--- config.mk ---
export PLATFORM = sky130hd
export DESIGN_NAME = parking_gate_fsm
export DESIGN_NICKNAME = d
export VERILOG_FILES = /design/src/rtl/parking_pkg.sv /design/src/rtl/parking_gate_fsm_tick_sync.sv /design/src/rtl/parking_gate_fsm.sv
export SDC_FILE = /design/constraint.sdc
export NUM_CORES = 1
export LEC_CHECK = 0
export ABC_AREA = 1
export CAP_MARGIN = 20
export CORE_MARGIN = 2
export CORE_UTILIZATION = 31
export CTS_BUF_LIST = sky130_fd_sc_hd__clkbuf_8
export CTS_CLUSTER_DIAMETER = 100
export DETAILED_ROUTE_END_ITERATION = 8
export HOLD_SLACK_MARGIN = 0.15
export MAX_ROUTING_LAYER = met4
export SYNTH_ARGS = -nofsm -noshare
export SYNTH_HDL_FRONTEND = slang
export SYNTH_HIERARCHICAL = 1
export SYNTH_SLANG_ARGS = --single-unit
--- constraint.sdc ---
create_clock -name clk -period 4.91 [get_ports clk]
set_clock_uncertainty 0.1 [all_clocks]
set_input_delay 0.491 -clock clk [delete_from_list [all_inputs] [get_ports clk]]
set_output_delay 0.491 -clock clk [all_outputs]
set_load 0.05 [all_outputs]
--- src/rtl/parking_pkg.sv ---
// ---------------------------------------------------------------------------
// parking_pkg
//   Shared types and width helpers for the parking entrance-gate controller.
//   - state_e       : 3-bit state encoding, also driven out on state_o
//   - CODE_W        : width of the entry code
//   - ATT_W         : width of the wrong-attempt counter (MAX_ATTEMPTS 1..7)
//   - occ_width()   : width of an occupancy count for a given lot capacity
//   - tick_cnt_width(): width of the tick counter covering both timeouts
// ---------------------------------------------------------------------------
package parking_pkg;

  localparam int CODE_W = 4;
  localparam int ATT_W  = 3;

  typedef enum logic [2:0] {
    ST_IDLE       = 3'd0,
    ST_WAIT_PASS  = 3'd1,
    ST_WRONG_PASS = 3'd2,
    ST_OPEN       = 3'd3,
    ST_STOP       = 3'd4
  } state_e;

  function automatic int occ_width(input int max_slots);
    return $clog2(max_slots + 1);
  endfunction

  function automatic int tick_cnt_width(input int wait_ticks, input int lock_ticks);
    return $clog2(((wait_ticks > lock_ticks) ? wait_ticks : lock_ticks) + 1);
  endfunction

endpackage

--- src/rtl/parking_gate_fsm_tick_sync.sv ---
// ---------------------------------------------------------------------------
// tick_sync
//   Brings the clock divider's slow square wave into the clk domain and turns
//   each rising edge into a single-cycle tick.
//   Ports:
//     clk      in  system clock
//     reset    in  synchronous active-high reset
//     async_in in  slow square wave, asynchronous to clk
//     tick     out one-clk pulse, high 3 clk edges after async_in rises
//   Pipeline: sync1 -> sync2 (metastability guard) -> edge_q (previous
//   synchronized level); the tick itself is registered, so a rise sampled at
//   edge 1 shows up on tick after edge 3 and clears after edge 4. Falling
//   edges produce nothing.
// ---------------------------------------------------------------------------
module tick_sync
  import parking_pkg::*;
(
  input  logic clk,
  input  logic reset,
  input  logic async_in,
  output logic tick
);

  logic sync1_q, sync1_d;
  logic sync2_q, sync2_d;
  logic edge_q,  edge_d;
  logic tick_q,  tick_d;

  always_comb begin
    sync1_d = async_in;
    sync2_d = sync1_q;
    edge_d  = sync2_q;
    tick_d  = sync2_q & ~edge_q;
  end

  always_ff @(posedge clk) begin
    if (reset) begin
      sync1_q <= 1'b0;
      sync2_q <= 1'b0;
      edge_q  <= 1'b0;
      tick_q  <= 1'b0;
    end else begin
      sync1_q <= sync1_d;
      sync2_q <= sync2_d;
      edge_q  <= edge_d;
      tick_q  <= tick_d;
    end
  end

  assign tick = tick_q;

endmodule

--- src/rtl/parking_gate_fsm.sv ---
// ---------------------------------------------------------------------------
// parking_gate_fsm
//   Entrance-gate controller: password-gated entry state machine, wrong-code
//   lockout, tick-based timeouts and lot occupancy tracking.
//   Ports:
//     clk, reset   in  system clock, synchronous active-high reset
//     slow_clk     in  divider square wave (~4 Hz), asynchronous level
//     sensor_in    in  car waiting at the entrance (level)
//     sensor_out   in  car has passed the gate (level)
//     car_leave    in  one-cycle pulse, a car left the lot
//     pass_code    in  entered code, qualified by pass_valid
//     pass_valid   in  one-cycle strobe
//     gate_open    out gate actuator (registered)
//     green_led    out entry granted (registered)
//     red_led      out refusal / wrong code / lockout (registered)
//     state_o      out state encoding, registered one cycle behind the FSM
//     occupancy    out cars in the lot (the occupancy register itself)
//     full         out occupancy == MAX_SLOTS
//   Build option: define BLINK_EN to make red_led blink on every tick while
//   in WRONG_PASS or STOP (phase starts on at state entry). Without it red_led
//   is steady in those states. The IDLE "lot full" refusal is always steady.
//
//   Code interface: pass_valid is a single-cycle strobe with no back-pressure;
//   the controller is always ready. The strobe and the compare result are
//   registered, so a strobe sampled at edge N acts on the FSM at edge N+1.
//   Strobes arriving in IDLE, OPEN or STOP are dropped.
// ---------------------------------------------------------------------------
module parking_gate_fsm
  import parking_pkg::*;
#(
  parameter logic [CODE_W-1:0] PASSWORD     = 4'b1011,
  parameter int                MAX_SLOTS    = 8,
  parameter int                MAX_ATTEMPTS = 3,
  parameter int                WAIT_TICKS   = 20,
  parameter int                LOCK_TICKS   = 40
) (
  input  logic                           clk,
  input  logic                           reset,
  input  logic                           slow_clk,
  input  logic                           sensor_in,
  input  logic                           sensor_out,
  input  logic                           car_leave,
  input  logic [CODE_W-1:0]              pass_code,
  input  logic                           pass_valid,
  output logic                           gate_open,
  output logic                           green_led,
  output logic                           red_led,
  output logic [2:0]                     state_o,
  output logic [$clog2(MAX_SLOTS+1)-1:0] occupancy,
  output logic                           full
);

  localparam int OCC_W = occ_width(MAX_SLOTS);
  localparam int CNT_W = tick_cnt_width(WAIT_TICKS, LOCK_TICKS);

  localparam logic [OCC_W-1:0] OCC_MAX   = OCC_W'(MAX_SLOTS);
  localparam logic [CNT_W-1:0] WAIT_LAST = CNT_W'(WAIT_TICKS - 1);
  localparam logic [CNT_W-1:0] LOCK_LAST = CNT_W'(LOCK_TICKS - 1);
  localparam logic [ATT_W-1:0] ATT_MAX   = ATT_W'(MAX_ATTEMPTS);

  logic tick;

  state_e           state_q, state_d;
  logic             pv_q, pv_d;
  logic             code_ok_q, code_ok_d;
  logic [ATT_W-1:0] att_q, att_d, att_inc;
  logic [CNT_W-1:0] cnt_q, cnt_d;
  logic [OCC_W-1:0] occ_q, occ_d;
  logic             gate_q, gate_d;
  logic             green_q, green_d;
  logic             red_q, red_d;
  logic [2:0]       state_o_q, state_o_d;

  logic entered;   // a transition is taken this cycle (self-loops included)
  logic occ_inc;   // car passed the gate this cycle
  logic occ_dec;   // car left and the lot is not already empty
  logic full_w;
  logic blink_on;

  tick_sync u_tick_sync (
    .clk      (clk),
    .reset    (reset),
    .async_in (slow_clk),
    .tick     (tick)
  );

  assign full_w = (occ_q == OCC_MAX);

  // -------------------------------------------------------------------------
  // Next-state logic
  // -------------------------------------------------------------------------
  always_comb begin
    state_d   = state_q;
    att_d     = att_q;
    cnt_d     = cnt_q;
    entered   = 1'b0;
    occ_inc   = 1'b0;
    pv_d      = pass_valid;
    code_ok_d = (pass_code == PASSWORD);
    att_inc   = att_q + 1'b1;

    case (state_q)
      ST_IDLE: begin
        if (sensor_in && !full_w) begin
          state_d = ST_WAIT_PASS;
          att_d   = '0;
          entered = 1'b1;
        end
      end

      ST_WAIT_PASS, ST_WRONG_PASS: begin
        // A strobe takes priority over a coincident timeout tick.
        if (pv_q) begin
          entered = 1'b1;
          if (code_ok_q) begin
            state_d = ST_OPEN;
          end else begin
            att_d   = att_inc;
            state_d = (att_inc == ATT_MAX) ? ST_STOP : ST_WRONG_PASS;
          end
        end else if (tick) begin
          if (cnt_q == WAIT_LAST) begin
            state_d = ST_IDLE;
            entered = 1'b1;
          end else begin
            cnt_d = cnt_q + 1'b1;
          end
        end
      end

      ST_OPEN: begin
        if (sensor_out) begin
          state_d = ST_IDLE;
          occ_inc = 1'b1;
          entered = 1'b1;
        end
      end

      ST_STOP: begin
        if (tick) begin
          if (cnt_q == LOCK_LAST) begin
            state_d = ST_IDLE;
            att_d   = '0;
            entered = 1'b1;
          end else begin
            cnt_d = cnt_q + 1'b1;
          end
        end
      end

      default: begin
        state_d = ST_IDLE;
        entered = 1'b1;
      end
    endcase

    // Every state entry (and every accepted strobe, which always transitions)
    // restarts the timeout count.
    if (entered) begin
      cnt_d = '0;
    end
  end

  // -------------------------------------------------------------------------
  // Occupancy: an entry and a departure in the same cycle cancel out.
  // A departure from an empty lot is ignored; an entry into a full lot is
  // dropped.
  // -------------------------------------------------------------------------
  always_comb begin
    occ_dec = car_leave && (occ_q != '0);
    occ_d   = occ_q;
    if (occ_inc && occ_dec) begin
      occ_d = occ_q;
    end else if (occ_inc && !full_w) begin
      occ_d = occ_q + 1'b1;
    end else if (occ_dec) begin
      occ_d = occ_q - 1'b1;
    end
  end

  // -------------------------------------------------------------------------
  // Red LED blink phase
  // -------------------------------------------------------------------------
`ifdef BLINK_EN
  logic blink_q, blink_d;

  always_comb begin
    blink_d = blink_q;
    if (entered && (state_d == ST_WRONG_PASS || state_d == ST_STOP)) begin
      blink_d = 1'b1;
    end else if (tick && (state_q == ST_WRONG_PASS || state_q == ST_STOP)) begin
      blink_d = ~blink_q;
    end
  end

  always_ff @(posedge clk) begin
    if (reset) begin
      blink_q <= 1'b0;
    end else begin
      blink_q <= blink_d;
    end
  end

  assign blink_on = blink_q;
`else
  assign blink_on = 1'b1;
`endif

  // -------------------------------------------------------------------------
  // Output decode, registered one cycle behind the state register
  // -------------------------------------------------------------------------
  always_comb begin
    gate_d    = (state_q == ST_OPEN);
    green_d   = (state_q == ST_OPEN);
    state_o_d = state_q;
    red_d     = (((state_q == ST_WRONG_PASS) || (state_q == ST_STOP)) && blink_on) ||
                ((state_q == ST_IDLE) && full_w && sensor_in);
  end

  always_ff @(posedge clk) begin
    if (reset) begin
      state_q   <= ST_IDLE;
      pv_q      <= 1'b0;
      code_ok_q <= 1'b0;
      att_q     <= '0;
      cnt_q     <= '0;
      occ_q     <= '0;
      gate_q    <= 1'b0;
      green_q   <= 1'b0;
      red_q     <= 1'b0;
      state_o_q <= 3'd0;
    end else begin
      state_q   <= state_d;
      pv_q      <= pv_d;
      code_ok_q <= code_ok_d;
      att_q     <= att_d;
      cnt_q     <= cnt_d;
      occ_q     <= occ_d;
      gate_q    <= gate_d;
      green_q   <= green_d;
      red_q     <= red_d;
      state_o_q <= state_o_d;
    end
  end

  assign gate_open = gate_q;
  assign green_led = green_q;
  assign red_led   = red_q;
  assign state_o   = state_o_q;
  assign occupancy = occ_q;
  assign full      = full_w;

endmodule
==> flow_summary_export.csv, run 1 <==
group,metric,value,unit
finish,area_growth,21.82,%
die,die_height,73.89,um
grt,grt_pass1_wl,5.513,mm
worst_setup_path,cp_slowest_cell,"clkdlybuf4s50_1",
pwr,leakagePower,0.8018,nW
synthesis,syn_area_per_cell,7.009,um^2
worst_setup_path,reg2regPathDepth,12,
drt,routed_via_density,4.324,
sta,relSlewSlack,66.30,%
sta,min_period_over_period,50.17,%
drt,vias,1323,
grt,gr-total-overflow,0,
pwr,pwr-share-seq,27.5,%
clocking,clock_tree.buffer_depth,2,
clocking,cts_resized,0,
die,die_x,73.89,um
place,gp_congestion,0.8515,
grt,grt_usage,13.28,%
finish,drive_above_1_share,12.97,%
clocking,htreeDepth,1,
synthesis,synth_seq_cells,27,
worst_setup_path,cp_num_cells,4,
drt,wire_per_inst,10.15,um
sta,setup_slack,2.447,ns
sta,max_freq,0.4059,GHz
synthesis,netlist_area,1514,um^2
grt,grt_pass1_vias,1175,
sta,setup_viol,0,
pwr,p_per_area,645.8,nW/um^2
drt,drtPass1Iterations,4,
drt,drtIter0Drc,123,
worst_setup_path,cp_cell_sequence,"nor2_1 > nand2_1 > inv_1 > clkdlybuf4s50_1",
pwr,power_frac_clock,11.2,%
sta,fin_setup_tns,0,ns
synthesis,synth_cells,216,
clocking,cts_hold_buf,0,
worst_setup_path,crit_fanout,5,
sta,worst_slew_pin_slew,0.5040,ns
finish,final_cell_mix,"48 x nor2_1, 41 x nand2_1, 27 x dfxtp_1",
die,initial_core_util,32.05,%
worst_setup_path,worstSetupPathType,"flip-flop to primary output",
sta,rsz0062_at_grt,"no",
drt,drc,0,
worst_setup_path,path_delay_family,"buffers and inverters",
die,core_area,4723,um^2
synthesis,yosys_warnings,6,
pwr,swShare,51.60,%
clocking,cts_tree,"yes",
sta,whs,0.3049,ns
place,dp_hpwl,2.310,mm
run_status,outcome,"completed",
worst_setup_path,critPathBufInv,2,
pwr,p_int,0.5764,mW
die,die_area,5459,um^2
pwr,pwr-share-comb,61.3,%
worst_setup_path,crit_path_start,"occupancy[0]",
pwr,p_sw,0.6146,mW
worst_setup_path,r2r_end,"occupancy[3]",
run,maxCapViolCount,0,
clocking,cts.clk_slew.worst_paths,0.10,ns
die,pin_count,22,
worst_setup_path,crit_end,"full",
sta,drv_slew,0,
sta,timing.final.hold_violations,0,
worst_setup_path,timing.rr.start,"state_o_d[1]",
hold_path,min_path_cells,1,
drt,ant_nets,0,
worst_setup_path,startpoint_type,"flip-flop",
synthesis,ys_seq_area_share,35.70,%
clocking,cts_setup_buffers,0,
synthesis,syn-num-nets,233,
place,pre_cts_ws,2.426,ns
hold_path,hold_class,"flip-flop to flip-flop",
grt,antenna_found_initial,0,
clocking,cts_num_sinks,27,
finish,nFillCells,494,
worst_setup_path,critPathArrivalTime,1.87,ns
synthesis,yosys.cell_types.count,28,
worst_setup_path,setup.worst_path.end_class,"primary output",
finish,n_antenna_cell,0,
clocking,clk_latency,0.28,ns
finish,nNetsFinal,257,
worst_setup_path,required,4.32,ns
worst_setup_path,max_stage_delay,0.81,ns
worst_setup_path,r2r_slack,2.84,ns
clocking,cts_root_buf,"clkbuf_8",
drt,wl,3.106,mm
finish,mostFrequentLayoutCell,"nor2_1",
sta,post-route-min-period,2.463,ns
clocking,cts_buffers,3,
grt,grt_max_degree,17,
place,port_buffers,21,
pwr,irDropWorstVdd,0.2850,mV
die,row_count,25,
final cells by class:
cell class | instances | area (um^2) | share of cell area, %
clock buffers | 3 | 41.29 | 2.239
clock inverters | 1 | 7.507 | 0.4071
inverters | 29 | 108.9 | 5.902
multi-input cells | 158 | 852.1 | 46.20
flip-flops and latches | 27 | 540.5 | 29.31
well taps | 67 | 83.83 | 4.545
repair buffers | 21 | 210.2 | 11.40
synthesized netlist by cell type (all sizes together):
master  count  area, um^2
a21oi       7       46.30
a31oi       1       6.260
buf         2       12.51
dfxtp      27       540.5
fa          1       20.02
ha          5       62.56
inv        29       108.9
nand2      48       207.7
nand3      16       92.59
nand4       6       43.79
nor2       56       240.2
nor3        1       5.000
o211ai      1       12.51
o21ai      10       65.07
or2         1       6.260
xnor2       2       17.52
xor2        3       26.28
cells by family after synthesis:
kind of cell | synth area share (%)
simple gates | 39.34
flops | 35.70
compound gates | 8.596
buf+inv | 8.017
fa+ha+maj | 5.455
xor+xnor | 2.893
flip-flops by register name, summed over array words and instances (netlist names):
signal               count
cnt_q                    6
u_tick_sync/sync1_q      1
occupancy                4
state_o_d                3
green_led                1
code_ok_q                1
u_tick_sync/edge_q       1
u_tick_sync/edge_d       1
att_q                    3
u_tick_sync/tick         1
state_o                  3
red_led                  1
pv_q                     1
power by group through the flow:
| stage | Sequential [mW] | Clock (mW) | Combinational [mW] |
|---|---|---|---|
| after floorplan | 0.403 | 0 | 0.490 |
| after global placement | 0.333 | 0 | 0.722 |
| after detailed placement | 0.333 | 0 | 0.725 |
| after CTS | 0.328 | 0.138 | 0.730 |
| after global routing | 0.337 | 0.149 | 0.828 |
| final | 0.328 | 0.133 | 0.730 |
per-layer routing:
| layer | up-vias | track usage, % | share of wire, % |
|---|---|---|---|
| li1 | 724 | - | - |
| met1 | 560 | 19.73 | 54 |
| met2 | 31 | 17.86 | 40 |
| met3 | 8 | 2.195 | 4.3 |
| met4 | 0 | 4.646 | 2.1 |
| met5 | - | - | 0 |
metrics by stage:
stage | instances | power, mW | instance area [um^2] | util [%]
floorplan | 216 | 0.8930 | 1514 | -
global placement | 302 | 1.055 | 1795 | 38.01
detailed placement | 302 | 1.058 | 1795 | 38.01
CTS | 306 | 1.195 | 1844 | 39.05
global route | 306 | 1.314 | 1844 | 39.05
finish | 306 | 1.191 | 1844 | 39.05
worst min-delay path by stage:
stage	start	end
after global placement	u_tick_sync/edge_q	u_tick_sync/tick
after CTS	u_tick_sync/edge_q	u_tick_sync/tick
final	u_tick_sync/edge_q	u_tick_sync/tick
after floorplan	u_tick_sync/edge_q	u_tick_sync/tick
after global routing	u_tick_sync/edge_q	u_tick_sync/tick
after detailed placement	u_tick_sync/edge_q	u_tick_sync/tick
No activity file was read; power rests on OpenSTA's default activity.
==> run 2: changes to the inputs <==
==> constraint.sdc (replaced) <==
create_clock -name clk -period 2.5 [get_ports clk]
set_clock_uncertainty 0.1 [all_clocks]
set_input_delay 0.25 -clock clk [delete_from_list [all_inputs] [get_ports clk]]
set_output_delay 0.25 -clock clk [all_outputs]
set_load 0.05 [all_outputs]
==> run 2 against run 1 <==
Utilization increased by 0.32 points. Final cell count increased by 0.65%. Worst hold slack got worse by 0.0020 ns. Clock power increased by 92%. Non-clock buffer count up 2. Clock-buffer cell count did not move. Sequential cell count is the same. Combinational power rose by 95%. Critical path depth unchanged. Power rose by 95%. Via count up 1.9%.
==> flow_summary_export.csv, run 2 (same netlist as run 1, synthesis figures left out) <==
group,metric,value,unit
finish,drive_above_1_share,13.69,%
worst_setup_path,worstSetupPathType,"flip-flop to primary output",
drt,wl,3.058,mm
clocking,cts_hold_buf,0,
die,row_count,25,
run_status,outcome,"completed",
sta,post-route-min-period,2.212,ns
grt,antenna_found_initial,0,
clocking,cts_root_buf,"clkbuf_8",
place,pre_cts_ws,0.2598,ns
clocking,htreeDepth,1,
worst_setup_path,cp_num_cells,4,
die,die_area,5459,um^2
place,placed_cells,304,
pwr,power_frac_clock,11.0,%
drt,routed_via_density,4.377,
finish,final_cell_count_no_fill,308,
sta,min_period_over_period,88.50,%
clocking,cts_tree,"yes",
worst_setup_path,cp_cell_sequence,"nor2_1 > nand2_1 > inv_1 > clkdlybuf4s50_1",
sta,fin_setup_tns,0,ns
finish,multiInputGateArea,852.1,um^2
pwr,irDropWorstVdd,0.5599,mV
worst_setup_path,required,2.15,ns
finish,nFillCells,496,
sta,whs,0.3029,ns
sta,max_freq,0.4520,GHz
finish,final_cell_mix,"48 x nor2_1, 41 x nand2_1, 27 x dfxtp_1",
worst_setup_path,path_delay_family,"buffers and inverters",
grt,gr-total-overflow,0,
finish,area_growth,22.81,%
clocking,cts_num_sinks,27,
grt,grt_pass1_vias,1179,
run,maxCapViolCount,0,
sta,rsz0062_at_grt,"no",
clocking,cts_buffers,3,
die,die_height,73.89,um
clocking,cts_setup_buffers,0,
worst_setup_path,startpoint_type,"flip-flop",
sta,drv_slew,0,
die,core_area,4723,um^2
pwr,p_int,1.132,mW
place,gp_congestion,0.8867,
drt,drtPass1Iterations,4,
worst_setup_path,critPathBufInv,2,
pwr,leakagePower,0.8114,nW
grt,grt_usage,12.90,%
sta,setup_slack,0.2876,ns
pwr,p_total,2.318,mW
finish,max_flop_register,"cnt_q",
place,port_buffers,21,
sta,setup_viol,0,
clocking,cts_resized,0,
clocking,clk_latency,0.28,ns
clocking,clock_tree.buffer_depth,2,
worst_setup_path,reg2regPathDepth,13,
finish,nNetsFinal,259,
sta,timing.final.hold_violations,0,
die,initial_core_util,32.05,%
worst_setup_path,cp_slowest_cell,"clkdlybuf4s50_1",
drt,drc,0,
sta,worst_slew_pin_slew,0.4989,ns
finish,mostFrequentLayoutCell,"nor2_1",
hold_path,hold_class,"flip-flop to flip-flop",
drt,ant_nets,0,
die,pin_count,22,
grt,grt_max_degree,17,
drt,drtIter0Drc,57,
clocking,cts.clk_slew.worst_paths,0.10,ns
pwr,pwr-share-comb,61.3,%
drt,vias,1348,
die,die_x,73.89,um
place,dp_hpwl,2.333,mm
finish,n_antenna_cell,0,
pwr,p_sw,1.186,mW
finish,ff_latch_area,540.5,um^2
worst_setup_path,crit_fanout,5,
grt,grt_pass1_wl,5.292,mm
finish,largest_register_ff_count,6,
worst_setup_path,setup.worst_path.end_class,"primary output",
pwr,p_per_area,1247,nW/um^2
worst_setup_path,critPathArrivalTime,1.86,ns
hold_path,min_path_cells,1,
drt,wire_per_inst,9.929,um
worst_setup_path,max_stage_delay,0.81,ns
pwr,swShare,51.15,%
pwr,pwr-share-seq,27.7,%
sta,relSlewSlack,66.64,%
-- run 2: final timing paths --
kind | to | slack (ns) | from
min | u_tick_sync/tick | 0.30 | u_tick_sync/edge_q
max | full | 0.29 | occupancy[0]
max reg2reg | occupancy[3] | 0.42 | state_o_d[2]
min reg2reg | u_tick_sync/tick | 0.30 | u_tick_sync/edge_q
-- run 2: final cells by class --
class,count,area share [%]
Tap cell,67,4.509
Inverter,29,5.855
Timing Repair Buffer,23,12.11
Clock inverter,1,0.4038
Clock buffer,3,2.221
Sequential cell,27,29.07
Multi-Input combinational cell,158,45.83
-- run 2: worst register-to-register path, stage by stage (launching register included) --
cell and delay (ns):
dfxtp_1 0.37, inv_2 0.12, nand3_1 0.12, nor2_2 0.21
nand2_2 0.12, ha_1 0.33, nand2_1 0.08, nand2_1 0.04
nor2_1 0.17, nand2_1 0.09, o211ai_2 0.08, nand2_1 0.06
nand2_1 0.06, nor2_1 0.03
-- run 2: power by group through the flow --
stage / combinational [mW] / clock (mW) / sequential (mW)
global route: 1.59 / 0.295 / 0.664
CTS: 1.43 / 0.275 / 0.645
global placement: 1.42 / 0 / 0.656
finish: 1.42 / 0.255 / 0.642
detailed placement: 1.43 / 0 / 0.655
floorplan: 0.962 / 0 / 0.792
-- run 2: metrics by stage --
stage	utilization, %	area, um^2
after global placement	38.33	1810
after CTS	39.36	1859
after floorplan	-	1514
final	39.36	1859
after detailed placement	38.33	1810
after global routing	39.36	1859
-- run 2: layer usage --
metal  part of all wire, %  GRT usage [%]  up-vias  wire, um
li1                      -              -      725         -
met1                    50          17.97      590      1540
met2                    43          18.85       29      1315
met3                   5.3          2.195        4       162
met4                   1.3          4.242        0        40
met5                     0              -        -         0
